[src/rtl/div36x18_pkg.sv]
// Shared widths, FSM encoding and saturation constants for the 36/18 signed divider.
package div36x18_pkg;

  localparam int unsigned PW = 36;
  localparam int unsigned DW = 18;
  localparam int unsigned QW = 18;
  localparam int unsigned CW = 6;

  localparam logic [QW-1:0] QMAX = 18'h1FFFF;
  localparam logic [QW-1:0] QMIN = 18'h20000;

  typedef enum logic [1:0] {
    IDLE,
    CALC,
    FIX
  } state_e;

  // Magnitudes as unsigned values; -2^(W-1) maps onto 2^(W-1) without loss.
  function automatic logic [PW-1:0] abs_p(input logic [PW-1:0] v);
    return v[PW-1] ? (PW'(0) - v) : v;
  endfunction

  function automatic logic [DW-1:0] abs_d(input logic [DW-1:0] v);
    return v[DW-1] ? (DW'(0) - v) : v;
  endfunction

endpackage

[src/rtl/x_div36x18sio_if.sv]
// Request/result bundle of the 36/18 signed divider; master drives operands, slave returns results.
interface x_div36x18sio_if;

  logic                          CE;
  logic                          START;
  logic [div36x18_pkg::PW-1:0]   P;
  logic [div36x18_pkg::DW-1:0]   D;
  logic [div36x18_pkg::QW-1:0]   Q;
  logic [div36x18_pkg::QW-1:0]   R;
  logic                          BUSY;
  logic                          DONE;
  logic                          DIV0;
  logic                          OVF;

  modport master (
    output CE, START, P, D,
    input  Q, R, BUSY, DONE, DIV0, OVF
  );

  modport slave (
    input  CE, START, P, D,
    output Q, R, BUSY, DONE, DIV0, OVF
  );

endinterface

[src/rtl/div36x18_step.sv]
// One restoring-division iteration: shift the remainder/dividend pair, trial-subtract, select.
module div36x18_step
  import div36x18_pkg::*;
(
  input  logic [DW-1:0] rem_i,
  input  logic [PW-1:0] dvd_i,
  input  logic [DW-1:0] dm_i,
  output logic [DW-1:0] rem_c_o,
  output logic [PW-1:0] dvd_c_o
);

  logic [DW:0] sh_c;
  logic [DW:0] diff_c;
  logic        ge_c;

  // Remainder stays below |D| <= 2^17, so 19 bits hold the shifted value and the trial sign.
  always_comb begin
    sh_c    = {rem_i, dvd_i[PW-1]};
    diff_c  = sh_c - {1'b0, dm_i};
    ge_c    = ~diff_c[DW];
    rem_c_o = ge_c ? diff_c[DW-1:0] : sh_c[DW-1:0];
    dvd_c_o = {dvd_i[PW-2:0], ge_c};
  end

endmodule

[src/rtl/x_div36x18sio.sv]
// Fixed-latency (38 cycle) signed 36/18 restoring divider with START/BUSY/DONE handshake.
// Build option: DIV36X18_SAT_EN saturates Q on overflow instead of wrapping.
module x_div36x18sio
  import div36x18_pkg::*;
(
  input  logic             CLK,
  input  logic             RST,
  x_div36x18sio_if.slave   bus
);

  state_e          state_q, state_d;
  logic [CW-1:0]   cnt_q, cnt_d;
  logic [PW-1:0]   dvd_q, dvd_d;
  logic [DW-1:0]   rem_q, rem_d;
  logic [DW-1:0]   dm_q, dm_d;
  logic            sp_q, sp_d;
  logic            sq_q, sq_d;
  logic            z_q, z_d;
  logic [QW-1:0]   q_q, q_d;
  logic [QW-1:0]   r_q, r_d;
  logic            busy_q, busy_d;
  logic            done_q, done_d;
  logic            div0_q, div0_d;
  logic            ovf_q, ovf_d;

  logic [DW-1:0]   step_rem_c;
  logic [PW-1:0]   step_dvd_c;
  logic [QW-1:0]   qwrap_c;
  logic [QW-1:0]   qsel_c;
  logic            ovf_c;
  logic [QW-1:0]   qres_c;
  logic [QW-1:0]   rres_c;
  logic            ovfres_c;

  div36x18_step u_step (
    .rem_i   (rem_q),
    .dvd_i   (dvd_q),
    .dm_i    (dm_q),
    .rem_c_o (step_rem_c),
    .dvd_c_o (step_dvd_c)
  );

  // Sign fix-up, overflow detection and divide-by-zero override of the magnitude result.
  always_comb begin
    qwrap_c = sq_q ? (QW'(0) - dvd_q[QW-1:0]) : dvd_q[QW-1:0];
    ovf_c   = sq_q ? ((|dvd_q[PW-1:QW]) | (dvd_q[QW-1] & (|dvd_q[QW-2:0])))
                   : (|dvd_q[PW-1:QW-1]);
`ifdef DIV36X18_SAT_EN
    qsel_c  = ovf_c ? (sq_q ? QMIN : QMAX) : qwrap_c;
`else
    qsel_c  = qwrap_c;
`endif
    if (z_q) begin
      qres_c   = sp_q ? QMIN : QMAX;
      rres_c   = '0;
      ovfres_c = 1'b0;
    end else begin
      qres_c   = qsel_c;
      rres_c   = sp_q ? (DW'(0) - rem_q) : rem_q;
      ovfres_c = ovf_c;
    end
  end

  // Next-state and register updates.
  always_comb begin
    state_d = state_q;
    cnt_d   = cnt_q;
    dvd_d   = dvd_q;
    rem_d   = rem_q;
    dm_d    = dm_q;
    sp_d    = sp_q;
    sq_d    = sq_q;
    z_d     = z_q;
    q_d     = q_q;
    r_d     = r_q;
    busy_d  = busy_q;
    done_d  = 1'b0;
    div0_d  = div0_q;
    ovf_d   = ovf_q;

    unique case (state_q)
      IDLE: begin
        if (bus.START) begin
          dvd_d   = abs_p(bus.P);
          rem_d   = '0;
          dm_d    = abs_d(bus.D);
          sp_d    = bus.P[PW-1];
          sq_d    = bus.P[PW-1] ^ bus.D[DW-1];
          z_d     = (bus.D == '0);
          cnt_d   = CW'(PW - 1);
          busy_d  = 1'b1;
          state_d = CALC;
        end
      end
      CALC: begin
        dvd_d = step_dvd_c;
        rem_d = step_rem_c;
        if (cnt_q == '0) begin
          state_d = FIX;
        end else begin
          cnt_d = cnt_q - CW'(1);
        end
      end
      FIX: begin
        q_d     = qres_c;
        r_d     = rres_c;
        div0_d  = z_q;
        ovf_d   = ovfres_c;
        busy_d  = 1'b0;
        done_d  = 1'b1;
        state_d = IDLE;
      end
      default: begin
        state_d = IDLE;
      end
    endcase
  end

  // Reset wins over CE; CE low freezes every register including DONE.
  always_ff @(posedge CLK) begin
    if (RST) begin
      state_q <= IDLE;
      cnt_q   <= '0;
      dvd_q   <= '0;
      rem_q   <= '0;
      dm_q    <= '0;
      sp_q    <= 1'b0;
      sq_q    <= 1'b0;
      z_q     <= 1'b0;
      q_q     <= '0;
      r_q     <= '0;
      busy_q  <= 1'b0;
      done_q  <= 1'b0;
      div0_q  <= 1'b0;
      ovf_q   <= 1'b0;
    end else if (bus.CE) begin
      state_q <= state_d;
      cnt_q   <= cnt_d;
      dvd_q   <= dvd_d;
      rem_q   <= rem_d;
      dm_q    <= dm_d;
      sp_q    <= sp_d;
      sq_q    <= sq_d;
      z_q     <= z_d;
      q_q     <= q_d;
      r_q     <= r_d;
      busy_q  <= busy_d;
      done_q  <= done_d;
      div0_q  <= div0_d;
      ovf_q   <= ovf_d;
    end
  end

  assign bus.Q    = q_q;
  assign bus.R    = r_q;
  assign bus.BUSY = busy_q;
  assign bus.DONE = done_q;
  assign bus.DIV0 = div0_q;
  assign bus.OVF  = ovf_q;

endmodule

[src/flat_wrapper.sv]
// flat-port wrapper written by rule: the top's interface ports become plain ports
module x_div36x18sio_flat import div36x18_pkg::*;
  (CLK, RST, bus_CE, bus_START, bus_P, bus_D, bus_Q, bus_R, bus_BUSY, bus_DONE, bus_DIV0, bus_OVF);
  x_div36x18sio_if bus_i ();
  input  logic CLK;
  input  logic RST;
  input wire logic [$bits(bus_i.CE)-1:0] bus_CE;
  input wire logic [$bits(bus_i.START)-1:0] bus_START;
  input wire logic [$bits(bus_i.P)-1:0] bus_P;
  input wire logic [$bits(bus_i.D)-1:0] bus_D;
  output wire logic [$bits(bus_i.Q)-1:0] bus_Q;
  output wire logic [$bits(bus_i.R)-1:0] bus_R;
  output wire logic [$bits(bus_i.BUSY)-1:0] bus_BUSY;
  output wire logic [$bits(bus_i.DONE)-1:0] bus_DONE;
  output wire logic [$bits(bus_i.DIV0)-1:0] bus_DIV0;
  output wire logic [$bits(bus_i.OVF)-1:0] bus_OVF;
  assign bus_i.CE = bus_CE;
  assign bus_i.START = bus_START;
  assign bus_i.P = bus_P;
  assign bus_i.D = bus_D;
  assign bus_Q = bus_i.Q;
  assign bus_R = bus_i.R;
  assign bus_BUSY = bus_i.BUSY;
  assign bus_DONE = bus_i.DONE;
  assign bus_DIV0 = bus_i.DIV0;
  assign bus_OVF = bus_i.OVF;
  x_div36x18sio u_core (.CLK(CLK), .RST(RST), .bus(bus_i));
endmodule
[config.mk]
export PLATFORM = sky130hd
export DESIGN_NAME = x_div36x18sio_flat
export DESIGN_NICKNAME = d
export VERILOG_FILES = /design/src/rtl/div36x18_pkg.sv /design/src/rtl/x_div36x18sio_if.sv /design/src/rtl/div36x18_step.sv /design/src/rtl/x_div36x18sio.sv /design/src/flat_wrapper.sv
export SDC_FILE = /design/constraint.sdc
export NUM_CORES = 1
export LEC_CHECK = 0
export CAP_MARGIN = 10
export CELL_PAD_IN_SITES_DETAIL_PLACEMENT = 1
export CELL_PAD_IN_SITES_GLOBAL_PLACEMENT = 1
export CORE_UTILIZATION = 35
export DETAILED_ROUTE_END_ITERATION = 8
export DONT_BUFFER_PORTS = 1
export PLACE_DENSITY = 0.62
export SYNTH_ARGS = -nofsm -noshare
export SYNTH_HDL_FRONTEND = slang
export SYNTH_SLANG_ARGS = --single-unit
[constraint.sdc]
create_clock -name CLK -period 8.19 [get_ports CLK]
set_clock_uncertainty 0.05 [all_clocks]
set_input_delay 1.638 -clock CLK [delete_from_list [all_inputs] [get_ports CLK]]
set_output_delay 1.638 -clock CLK [all_outputs]
set_load 0.01 [all_outputs]
---- Word level (Yosys, flattened, before mapping) ----
Cells that the tools add are included.
W data, S select, Z words.
cells by class
  multiplexer cells ....................... 23
  $add $sub $neg .......................... 6
  equality and inequality tests ........... 5
  reductions and logical operators ........ 14
  bitwise operators ....................... 4
operators with widths
  kind                     number
  $mux W18                 8
  $mux W36                 2
  $pmux W36 S2             1
  $sub A1 B18 Y18 const A  3
  $pmux W18 S2             1
  $sub A1 B36 Y36 const A  1
  $reduce_or A19 Y1        1
  $sub A19 B18 Y19         1
  $logic_not A18 Y1        1
  $reduce_or A18 Y1        1
  $reduce_or A17 Y1        1
  $mux W6                  2
  $pmux W6 S2              1
  $reduce_and A3 Y1        4
  $logic_not A6 Y1         1
  $sub A6 B1 Y6 const B    1
  $mux W1                  4
  $mux W2                  2
  $ne A2 B2 Y1 const B     2
  $pmux W2 S2              1
  $reduce_and A4 Y1        1
  $reduce_bool A2 Y1       2
  $eq A2 B1 Y1 const B     1
  $eq A2 B2 Y1 const B     1
  other kinds (8)          8
storage, ports and cells
  output and inout bits ................... 40
  bits of input ports ..................... 58
  register bits after elaboration ......... 123
  word-level logic and storage cells ...... 66

---- Logic depth before layout (Yosys ltp) ----
Gate-level depths: netlist of the first run.
  word-level depth ........................ 5
  depth in mapped cells ................... 13
  mapped depth without buffers ............ 13

---- Hierarchy ----
Synthesis of the first run repeated with hierarchy kept, for this count alone.
unflattened totals
  cell total of the unflattened synthesis .. 1085
  area total of the unflattened synthesis .. 8504.4 µm²
modules (own cells, without submodules)
  module         times used  cells each  area each (µm²)  sequential area each (µm²)
  x_div36x18sio  1           845         6802.8           2462.4
  div36x18_step  1           240         1701.6           0.0

---- Least setup slack after synthesis of the first run ----
Ideal clock, no wire load.
  path kind ............................... input to register
  start ................................... input port bus_P[4]
  end ..................................... register u_core.dvd_q[22]
  slack ................................... 4.299 ns
  path buffers ............................ 1
  arrival ................................. 3.709 ns
  stages on the path ...................... 8
  library setup time ...................... 0.132 ns
  data required time ...................... 8.008 ns
  path through ............................ or3_1 or3b_2 clkbuf_1 o41ai_2 nand2_1 or3_1 o2111ai_1 a21oi_1
on the way
  longest elaborated chain between the ends .. 4
ends and longest elaborated chain
  item                  line                  source
  from (decl)           flat_wrapper.sv:9     input wire logic [$bits(bus_i.P)-1:0] bus_P;
  $sub A1 B36 Y36       div36x18_pkg.sv:20    return v[PW-1] ? (PW'(0) - v) : v;
  $mux W36              div36x18_pkg.sv:20
  $mux W36              x_div36x18sio.sv:83   if (bus.START) begin
  $pmux W36 S2          x_div36x18sio.sv:81   unique case (state_q)
  to (signal assigned)  x_div36x18sio.sv:139  dvd_q <= dvd_d;
  to (decl)             x_div36x18sio.sv:13   logic [PW-1:0] dvd_q, dvd_d;
Every way passes these cells. The select of a mux whose other input is x is not followed.
A chain may end at the register's enable or synchronous reset.

---- Final worst setup path of the first run ----
  start ................................... register u_core.dvd_q[35]
  end ..................................... register u_core.rem_q[16]
on the way
  longest elaborated chain between the ends .. 3
ends and longest elaborated chain
  item                  line                  source
  $sub A19 B18 Y19      div36x18_step.sv:19   diff_c = sh_c - {1'b0, dm_i};
  $mux W18              div36x18_step.sv:21   rem_c_o = ge_c ? diff_c[DW-1:0] : sh_c[DW-1:0];
  $pmux W18 S2          x_div36x18sio.sv:81
  to (signal assigned)  x_div36x18sio.sv:140  rem_q <= rem_d;
  to (decl)             x_div36x18sio.sv:14   logic [DW-1:0] rem_q, rem_d;
Every way passes these cells.

==> results of run 1 <==
[logic make-up after synthesis]
group	after synthesis	share of synthesized area, %
buffers and inverters	104	5.14
muxes	16	2.09
adders and majority gates	26	4.35
DFF	123	32.2
AOI/OAI and AO/OA	290	25.9
and+or+nand+nor	320	19.4
xor gates and xnor gates	95	10.9
[worst paths after layout]
kind / startpoint / endpoint / slack (ns) / cells after the start
worst min-delay path: u_core.dm_q[0]$_SDFFE_PP0P_ / u_core.dm_q[0]$_SDFFE_PP0P_ / 0.41 / 2
worst max register to register: u_core.dvd_q[35]$_SDFFE_PP0P_ / u_core.rem_q[16]$_SDFFE_PP0P_ / 4.47 / 11
worst min register to register: u_core.dm_q[0]$_SDFFE_PP0P_ / u_core.dm_q[0]$_SDFFE_PP0P_ / 0.41 / 2
worst max-delay path: u_core.dvd_q[35]$_SDFFE_PP0P_ / u_core.rem_q[16]$_SDFFE_PP0P_ / 4.47 / 11
[layout by cell type, fill, tap and decap left out, types with 10 or more instances in the layout]
cell	Yosys	final
clkbuf_16	0	17
ha_1	25	25
nor3_1	20	20
or3_1	19	19
xnor2_1	64	64
a21oi_1	75	75
nor2_1	74	73
o41ai_1	15	15
nand3_1	10	10
dfxtp_1	123	123
o221ai_1	28	28
o211ai_1	22	22
xor2_1	31	31
inv_1	40	40
nor4_1	11	11
o31ai_1	18	18
a211oi_1	20	20
o21ai_0	50	50
mux2i_1	16	16
nand2_1	132	132
a22oi_1	14	14
nand2b_1	17	17
[layer usage]
layer | vias to the layer above | global-route usage, % | wire (um)
met4 | 0 | 6.87 | 328
li1 | 3455 | - | -
met5 | - | 0 | 0
met2 | 110 | 31.0 | 9390
met3 | 26 | 4.82 | 1030
met1 | 3248 | 30.3 | 12000
[cell type report]
cell class / instances / area [um^2]
clock buffer: 18 / 439
clock inverter: 14 / 195
fill: 2582 / 12800
inverter: 40 / 150
multi-input combinational: 747 / 4800
sequential: 123 / 2460
tap: 275 / 344
timing repair buffer: 8 / 60.1
[power breakdown]
group          switching (mW)  leakage [nW]  internal, mW
Clock                   0.299         0.299         0.518
Combinational           0.168          1.70         0.126
Sequential             0.0320          1.00         0.626
Total                   0.499          3.00          1.27
[critical path: cells and delay by family, from the launching register on]
family                   cells  cell delay [ns]
adder cells (fa/ha/maj)      2             0.64
flip-flops                   1             0.36
AO/OA/AOI/OAI                6             1.89
buffers and inverters        2             0.43
AND/OR/NAND/NOR              1             0.23
[registers in the layout, indices dropped and copies added (netlist names)]
name	count
u_core.bus.BUSY	1
u_core.bus.DIV0	1
u_core.bus.DONE	1
u_core.bus.OVF	1
u_core.bus.Q	18
u_core.bus.R	18
u_core.cnt_q	6
u_core.dm_q	18
u_core.dvd_q	36
u_core.rem_q	18
u_core.sp_q	1
u_core.sq_q	1
u_core.state_q	2
u_core.z_q	1
[per-stage QoR]
| stage | cell area (um^2) | hold slack [ns] |
|---|---|---|
| 2_1_floorplan | 7640 | 0.372 |
| 3_3_place_gp | 7810 | 0.399 |
| 3_5_place_dp | 7810 | 0.402 |
| 4_1_cts | 8450 | 0.410 |
| 5_1_grt | 8450 | 0.444 |
| 6_report | 8450 | 0.408 |
==> key figures, run 1 <==
Place
  • Pre-CTS setup slack: 4.08 ns
  • DP Wirelength: 16,400 um
  • I/O Buffers: 0
  • Inst Count DP: 1,193
  • Routability cong.: 0.820

Outcome
  • Status: complete, no violations

Floorplanning
  • DIE HEIGHT: 150 um
  • Initial Util: 36.0%
  • Core Area: 0.0212 mm^2
  • Die area: 0.0224 mm^2
  • Cell Rows: 53
  • Io pins: 98
  • Die X: 150 um

Power and ir drop
  • Overall power: 1.77 mW
  • Total power per unit cell area: 209 mW/mm^2
  • Worst VDD drop: 0.000138 V
  • LEAKAGE: 3.00 nW

Finish
  • Antenna cells: 0
  • Util after Layout: 39.8%
  • Area Growth Syn to Fin: 10.5%
  • Final net count: 1,021
  • Final Non-Filler Cells: 1,225
  • Layout cell share with drive strength beyond 1: 6.00%

Worst setup path
  • Critical path required time: 8.46 ns
  • Crit Path Category: reg2reg
  • Maximum fanout along the worst path: 14
  • Crit start category: flip-flop
  • CP cell instances: inv_1 -> ha_1 -> fa_1 -> nor2b_1 -> o2111ai_1 -> a311oi_1 -> o2111a_1 -> a311o_1 -> buf_4 -> o21ai_0 -> a31o_2
  • Worst Path Arrival: 3.99 ns
  • Largest stage delay, worst path: 0.55 ns
  • Slowest cell on the critical path: a311o_1
  • Setup crit end kind: flip-flop

Timing
  • Slew @ Worst Pin: 1.03 ns
  • # setup viols final: 0
  • Final setup margin: 4.47 ns
  • Hold Fails Final Rpt: 0
  • Final worst-path cycle share: 45.4%
  • Final TNS setup: 0 ns
  • Min cycle time layout: 3.72 ns
  • Fin. max-slew vios: 0
  • Slew headroom: 31.0%
  • Peak Freq: 0.269 GHz
  • RSZ-0062 raised after global routing: no

Global routing
  • Largest net degree at the start of global routing: 97
  • Antenna violations before repair: 0
  • Vias in the first global route: 6,779
  • Total grt overflow: 0
  • GRT Total Usage: 21.2%
  • Global-route wire length before repair: 37,200 um

Route
  • Post-route ant nets: 0
  • DRC violations left: 0
  • WL/cell: 18.5 um
  • First-pass DRT Iterations: 4
  • Post-DR vias/cell: 5.58
  • Routed via count: 6,839
  • Starting DRT DRC Count: 243
  • Routed WL: 22,700 um

Yosys
  • Synthesized flop and latch total: 123
  • Synth Instances: 974
  • Syn Area/Cell: 7.85 um^2
  • Synth top area cells: dfxtp_1 (32%), xnor2_1 (7.3%), nand2_1 (6.5%)
  • Most frequent cell after synthesis: nand2_1
  • Synth Flop Type: dfxtp_1
  • Number of enable flip-flop cells after synthesis: 0
  • Register area share after synthesis: 32.2%
  • Area fraction of the dominant cell type after synthesis: 32.2%
  • Cell area after synthesis: 0.00764 mm^2
  • Synth top cells by count: nand2_1 (132), dfxtp_1 (123), a21oi_1 (75)
  • Top cell type by total area after synthesis: dfxtp_1
  • Synth cell types: 59
  • Fraction of registers with async set/reset: 0%
  • Syn Nets: 1,058
  • Synthesis Warnings: 0

Flow run
  • Maxcap violations: 0

Clock network
  • CTS Root Cell: clkbuf_16
  • Number of H-tree levels: 4
  • CTS clk-pin slew, worst paths: 0.06 ns
  • Cts bufs inserted: 17
  • CTS resizes: 0
  • CTS tree: yes
  • Hold Buf Count CTS: 0
  • Worst-skew pair later-pin latency: 0.43 ns
  • Post-CTS Setup Inserts: 0
  • Sink Count: 123
  • CTS max path bufs: 2

Min path
  • Worst min path class: reg2reg
Note: power is estimated with default switching activity, not from simulation.
==> run 2, diff against run 1 <==
Settings changed: PLACE_DENSITY 0.62 to 0.64.
Clock period 8.19 ns to 3.3 ns, I/O delays scaled along.
==> run 2 against run 1 <==
Effect of this change:
- hold slack lost 0.16 ns
- non-clock buffer count increased by 11
- first-iteration DRC count is 44% higher
- combinational power rose to 2.6 times the previous value
- via count grew 1.5%
- die area unchanged
- clock power rose by 140%
- design area up 0.84%
- count of clock-buffer cells in the layout grew 1
- global-route usage rose by 0.29 points
- flip-flop and latch count unchanged
- critical path type unchanged
- largest cell class unchanged
==> key figures, run 2 (synthesized netlist as in run 1, its figures left out) <==
Outcome
  • Status: complete, no violations

Timing
  • Slew headroom: 42.4%
  • Hold Fails Final Rpt: 0
  • # setup viols final: 0
  • Min cycle time layout: 3.03 ns
  • Final TNS setup: 0 ns
  • Final worst-path cycle share: 91.7%
  • RSZ-0062 raised after global routing: no
  • Hold_ws: 0.252 ns
  • Peak Freq: 0.330 GHz
  • Slew @ Worst Pin: 0.861 ns
  • Fin. max-slew vios: 0
  • Final setup margin: 0.273 ns

Worst setup path
  • Crit start category: flip-flop
  • Reg2Reg Depth: 9
  • Critical path required time: 3.56 ns
  • Crit Reg-Reg Startpoint: u_core.rem_q[0]$_SDFFE_PP0P_
  • Crit Path Category: reg2reg
  • Setup crit end kind: flip-flop
  • Worst reg-to-reg setup slack: 0.27 ns
  • Worst Path Arrival: 3.28 ns
  • RR Endpoint: u_core.rem_q[2]$_SDFFE_PP0P_
  • Maximum fanout along the worst path: 24
  • Critical path launch point: u_core.rem_q[0]$_SDFFE_PP0P_

Finish
  • Largest register FFs: 36
  • Most frequent cells in the layout: nand2_1 (132), dfxtp_1 (123), a21oi_1 (75)
  • Util after Layout: 40.1%
  • Final Non-Filler Cells: 1,236
  • Layout cell share with drive strength beyond 1: 7.08%
  • Final instance area: 0.00852 mm^2
  • Final net count: 1,032
  • Antenna cells: 0
  • Most common cell after layout, fill and taps aside: nand2_1
  • Area Growth Syn to Fin: 11.4%
  • Most flop-heavy register: u_core.dvd_q

Global routing
  • Total grt overflow: 0
  • Global-route wire length before repair: 37,600 um
  • Antenna violations before repair: 0
  • GR Util met3: 4.63%
  • Vias in the first global route: 7,017
  • Grt met1 use: 30.2%
  • Most used routing layer: met2
  • Global Route met2 Usage: 32.2%
  • Largest net degree at the start of global routing: 97
  • GRT Total Usage: 21.5%

Clock network
  • CTS tree: yes
  • Sink Count: 123
  • Number of H-tree levels: 4
  • Post-CTS Setup Inserts: 0
  • CTS clk-pin slew, worst paths: 0.06 ns
  • CTS Root Cell: clkbuf_16
  • Cts bufs inserted: 17
  • Worst-skew pair later-pin latency: 0.43 ns
  • CTS max path bufs: 2

Floorplanning
  • Initial Util: 36.0%
  • Die X: 150 um
  • DIE HEIGHT: 150 um
  • Core Area: 0.0212 mm^2
  • Cell Rows: 53
  • Io pins: 98
  • Die area: 0.0224 mm^2

Route
  • Post-route ant nets: 0
  • First-pass DRT Iterations: 5
  • WL/cell: 18.7 um
  • DRC violations left: 0
  • Post-DR vias/cell: 5.61
  • Starting DRT DRC Count: 349
  • Routed WL: 23,100 um
  • Routed via count: 6,939

Place
  • Pre-CTS setup slack: 0.220 ns
  • Inst Count DP: 1,204
  • DP Wirelength: 17,100 um
  • Routability cong.: 0.839
  • I/O Buffers: 0
  • Cell Area, Placed: 0.00790 mm^2

Min path
  • Hold path depth: 1
  • Worst min path class: in2reg
  • Hold Path End: u_core.dm_q[16]$_SDFFE_PP0P_
  • Worst Hold Launch: RST

Power and ir drop
  • LEAKAGE: 3.05 nW
  • Total power per unit cell area: 508 mW/mm^2
  • Overall power: 4.33 mW
  • Worst VDD drop: 0.000319 V

Flow run
  • Maxcap violations: 0
-- run 2: changes by cell type in the layout (fill, tap and decap cells not counted), sizes merged --
cell and change:
buf +11, bufinv -1, clkbuf +1, clkinvlp -1
inv +1
-- run 2: worst max path at each step --
stage | to | slack [ns] | cells past startpoint
global route | u_core.rem_q[2]$_SDFFE_PP0P_ | 0.07 | 9
detailed placement | u_core.rem_q[2]$_SDFFE_PP0P_ | 0.22 | 9
floorplan | u_core.rem_q[13]$_SDFFE_PP0P_ | 0.30 | 12
finish | u_core.rem_q[2]$_SDFFE_PP0P_ | 0.27 | 9
CTS | u_core.rem_q[2]$_SDFFE_PP0P_ | 0.20 | 10
global placement | u_core.rem_q[0]$_SDFFE_PP0P_ | 0.32 | 11
-- run 2: worst max-delay path, cell delays in order, from the launching register on --
cell	delay, ns
dfxtp_1	0.43
inv_1	0.15
fa_1	0.44
nor2b_1	0.20
o2111ai_1	0.21
a311oi_2	0.38
nor2_1	0.15
a311o_1	0.37
buf_12	0.18
o311ai_0	0.34
-- run 2: timing repair --
action | CTS | global route
hold buffers | 0 | 0
setup endpoints to repair | 0 | 8
resized for setup | 0 | 1
-- run 2: report_power, final --
part,switching (mW),internal [mW],leakage [nW]
Combinational,0.431,0.327,1.76
Clock,0.728,1.21,0.290
Sequential,0.0791,1.55,1.00
-- run 2: final cells by class --
type | instances | area, um^2
Clock inverter | 13 | 166
Inverter | 40 | 150
Sequential cell | 123 | 2460
Multi-Input combinational cell | 747 | 4800
Timing Repair Buffer | 19 | 155
Tap cell | 275 | 344
Fill cell | 2594 | 12700
Clock buffer | 19 | 443
-- run 2: routing by layer --
metal	vias up	part of all wire [%]	wire, um
met4	0	1.2	270
met3	15	5.0	1150
li1	3465	-	-
met1	3342	51	11900
met2	117	42	9790
met5	-	0	0
==> run 3, diff against run 2 <==
Settings changed: CAP_MARGIN 10 to 20, CELL_PAD_IN_SITES_DETAIL_PLACEMENT 1 to not set, CELL_PAD_IN_SITES_GLOBAL_PLACEMENT 1 to not set, PLACE_DENSITY 0.64 to 0.51.
==> run 3 against run 2 <==
Effect of this change:
- fmax decreased by 1.6%
- design area decreased by 0.13%
- final cell count hardly changed
- sequential power about the same
- highest routed layer unchanged
==> key figures, run 3 (synthesized netlist as in run 1, its figures left out) <==
Finish
  • Final net count: 1,033
  • Antenna cells: 0
  • Most frequent cells in the layout: nand2_1 (132), dfxtp_1 (123), a21oi_1 (75)
  • Most flop-heavy register: u_core.dvd_q
  • Most common cell after layout, fill and taps aside: nand2_1
  • Area Growth Syn to Fin: 11.3%
  • Layout cell share with drive strength beyond 1: 6.86%
  • Fillers: 2,213
  • Largest register FFs: 36

Route
  • Routed wl met2: 9910 um
  • First-pass DRT Iterations: 5
  • WL/cell: 18.1 um
  • Metal3 WL: 1190 um
  • DRC violations left: 0
  • Routed WL: 22,400 um
  • Routed via count: 6,888
  • Starting DRT DRC Count: 415
  • Max layer used: met4
  • Wire length on met1: 11,100 um
  • Post-route ant nets: 0
  • Post-DR vias/cell: 5.57

Min path
  • Hold Path End: u_core.dvd_q[24]$_SDFFE_PP0P_
  • Hold path depth: 1
  • Worst min path class: in2reg
  • Worst Hold Launch: RST

Global routing
  • Global-route wire length before repair: 35,700 um
  • Antenna violations before repair: 0
  • Largest net degree at the start of global routing: 97
  • Vias in the first global route: 6,538
  • GRT Total Usage: 20.5%
  • Total grt overflow: 0

Clock network
  • CTS tree: yes
  • Cts bufs inserted: 17
  • Worst-skew pair later-pin latency: 0.42 ns
  • CTS max path bufs: 2
  • Number of H-tree levels: 4
  • CTS clk-pin slew, worst paths: 0.06 ns
  • Sink Count: 123
  • CTS Root Cell: clkbuf_16

Worst setup path
  • Crit Path Category: reg2reg
  • Worst Path Arrival: 3.34 ns
  • CP cell instances: inv_1 -> ha_1 -> fa_1 -> nor2b_1 -> o2111ai_1 -> a311oi_2 -> nor2_1 -> a311o_1 -> buf_4 -> a221o_1
  • Largest stage delay, worst path: 0.41 ns
  • Worst reg-to-reg setup slack: 0.22 ns
  • Crit start category: flip-flop
  • Maximum fanout along the worst path: 16
  • Slowest cell on the critical path: fa_1
  • Reg2Reg Depth: 10
  • Crit Reg-Reg Startpoint: u_core.dvd_q[35]$_SDFFE_PP0P_
  • Critical path required time: 3.56 ns
  • RR Endpoint: u_core.rem_q[13]$_SDFFE_PP0P_
  • Setup crit end kind: flip-flop

Place
  • Routability cong.: 0.848
  • DP Wirelength: 16,200 um
  • I/O Buffers: 0
  • Pre-CTS setup slack: 0.144 ns

Flow run
  • Maxcap violations: 0

Floorplanning
  • DIE HEIGHT: 150 um
  • Die area: 0.0224 mm^2
  • Io pins: 98
  • Die X: 150 um
  • Cell Rows: 53
  • Core Area: 0.0212 mm^2
  • Initial Util: 36.0%

Power and ir drop
  • Worst VDD drop: 0.000232 V
  • Total power per unit cell area: 503 mW/mm^2
  • LEAKAGE: 3.05 nW

Outcome
  • Status: complete, no violations

Timing
  • Slew headroom: 43.5%
  • Min cycle time layout: 3.08 ns
  • RSZ-0062 raised after global routing: no
  • Slew @ Worst Pin: 0.847 ns
  • Peak Freq: 0.325 GHz
  • Hold Fails Final Rpt: 0
  • Final TNS setup: 0 ns
  • Final worst-path cycle share: 93.3%
  • # setup viols final: 0
  • Final setup margin: 0.223 ns
  • Fin. max-slew vios: 0
==> run 3: changes by cell type in the layout (fill, tap and decap cells not counted) <==
| cell | delta |
|---|---|
| clkbuf_1 | +4 |
| clkbuf_8 | +4 |
| clkinv_4 | -2 |
| clkinvlp_4 | -2 |
| inv_6 | -2 |
| buf_12 | -1 |
| buf_4 | +1 |
| buf_6 | +1 |
| bufinv_16 | -1 |
| clkinv_2 | -1 |
| nand3_1 | -1 |
| nand3_2 | +1 |
==> run 3: final cells by class <==
type,count,area (um^2),share of cell area [%]
repair buffers,20,154,1.81
clock inverters,5,81.3,0.956
flip-flops and latches,123,2460,28.9
multi-input cells,747,4800,56.5
well taps,275,344,4.04
clock buffers,27,513,6.03
inverters,40,150,1.76
==> run 3: worst max-delay path, delay by kind of cell (launching register included) <==
family,cells,cell delay [ns]
AO/OA/AOI/OAI,4,1.27
buffers and inverters,2,0.27
AND/OR/NAND/NOR,2,0.40
flip-flops,1,0.35
adder cells (fa/ha/maj),2,0.61
==> run 3: worst max-delay path by stage <==
stage	start	depth (start not counted)	endpoint
final	u_core.dvd_q[35]$_SDFFE_PP0P_	10	u_core.rem_q[13]$_SDFFE_PP0P_
after floorplan	u_core.dvd_q[35]$_SDFFE_PP0P_	12	u_core.rem_q[13]$_SDFFE_PP0P_
after global routing	u_core.dvd_q[35]$_SDFFE_PP0P_	10	u_core.rem_q[13]$_SDFFE_PP0P_
after CTS	u_core.dvd_q[35]$_SDFFE_PP0P_	11	u_core.rem_q[7]$_SDFFE_PP0P_
after detailed placement	u_core.dvd_q[35]$_SDFFE_PP0P_	10	u_core.rem_q[13]$_SDFFE_PP0P_
after global placement	u_core.dvd_q[35]$_SDFFE_PP0P_	10	u_core.rem_q[13]$_SDFFE_PP0P_
==> run 3: per-layer routing <==
layer / track usage, % / vias up
met5: 0 / -
met4: 4.29 / 0
met3: 4.73 / 12
met1: 28.7 / 3243
li1: - / 3465
met2: 31.9 / 168
==> run 3: timing repair <==
action | CTS | global route
hold buffers | 0 | 0
setup buffers | 0 | 0
setup endpoints to repair | 0 | 13
resized for setup | 0 | 1
==> run 3: metrics by stage <==
step                area (um^2)  cells  utilization, %  power, mW  hold WS, ns
CTS                        8500   1237            40.1       4.32        0.254
detailed placement         7910   1205            37.3       2.41        0.402
floorplan                  7640    974               -       2.24        0.372
global placement           7900   1204            37.2       2.41        0.395
finish                     8510   1237            40.1       4.28        0.258
global route               8510   1237            40.1       4.48        0.246
==> run 3: where the power goes <==
group / switching [mW] / internal (mW) / leakage, nW / total [mW]
logic: 0.429 / 0.324 / 1.76 / 0.752
registers: 0.0767 / 1.55 / 1.00 / 1.63
clock network: 0.680 / 1.21 / 0.288 / 1.89
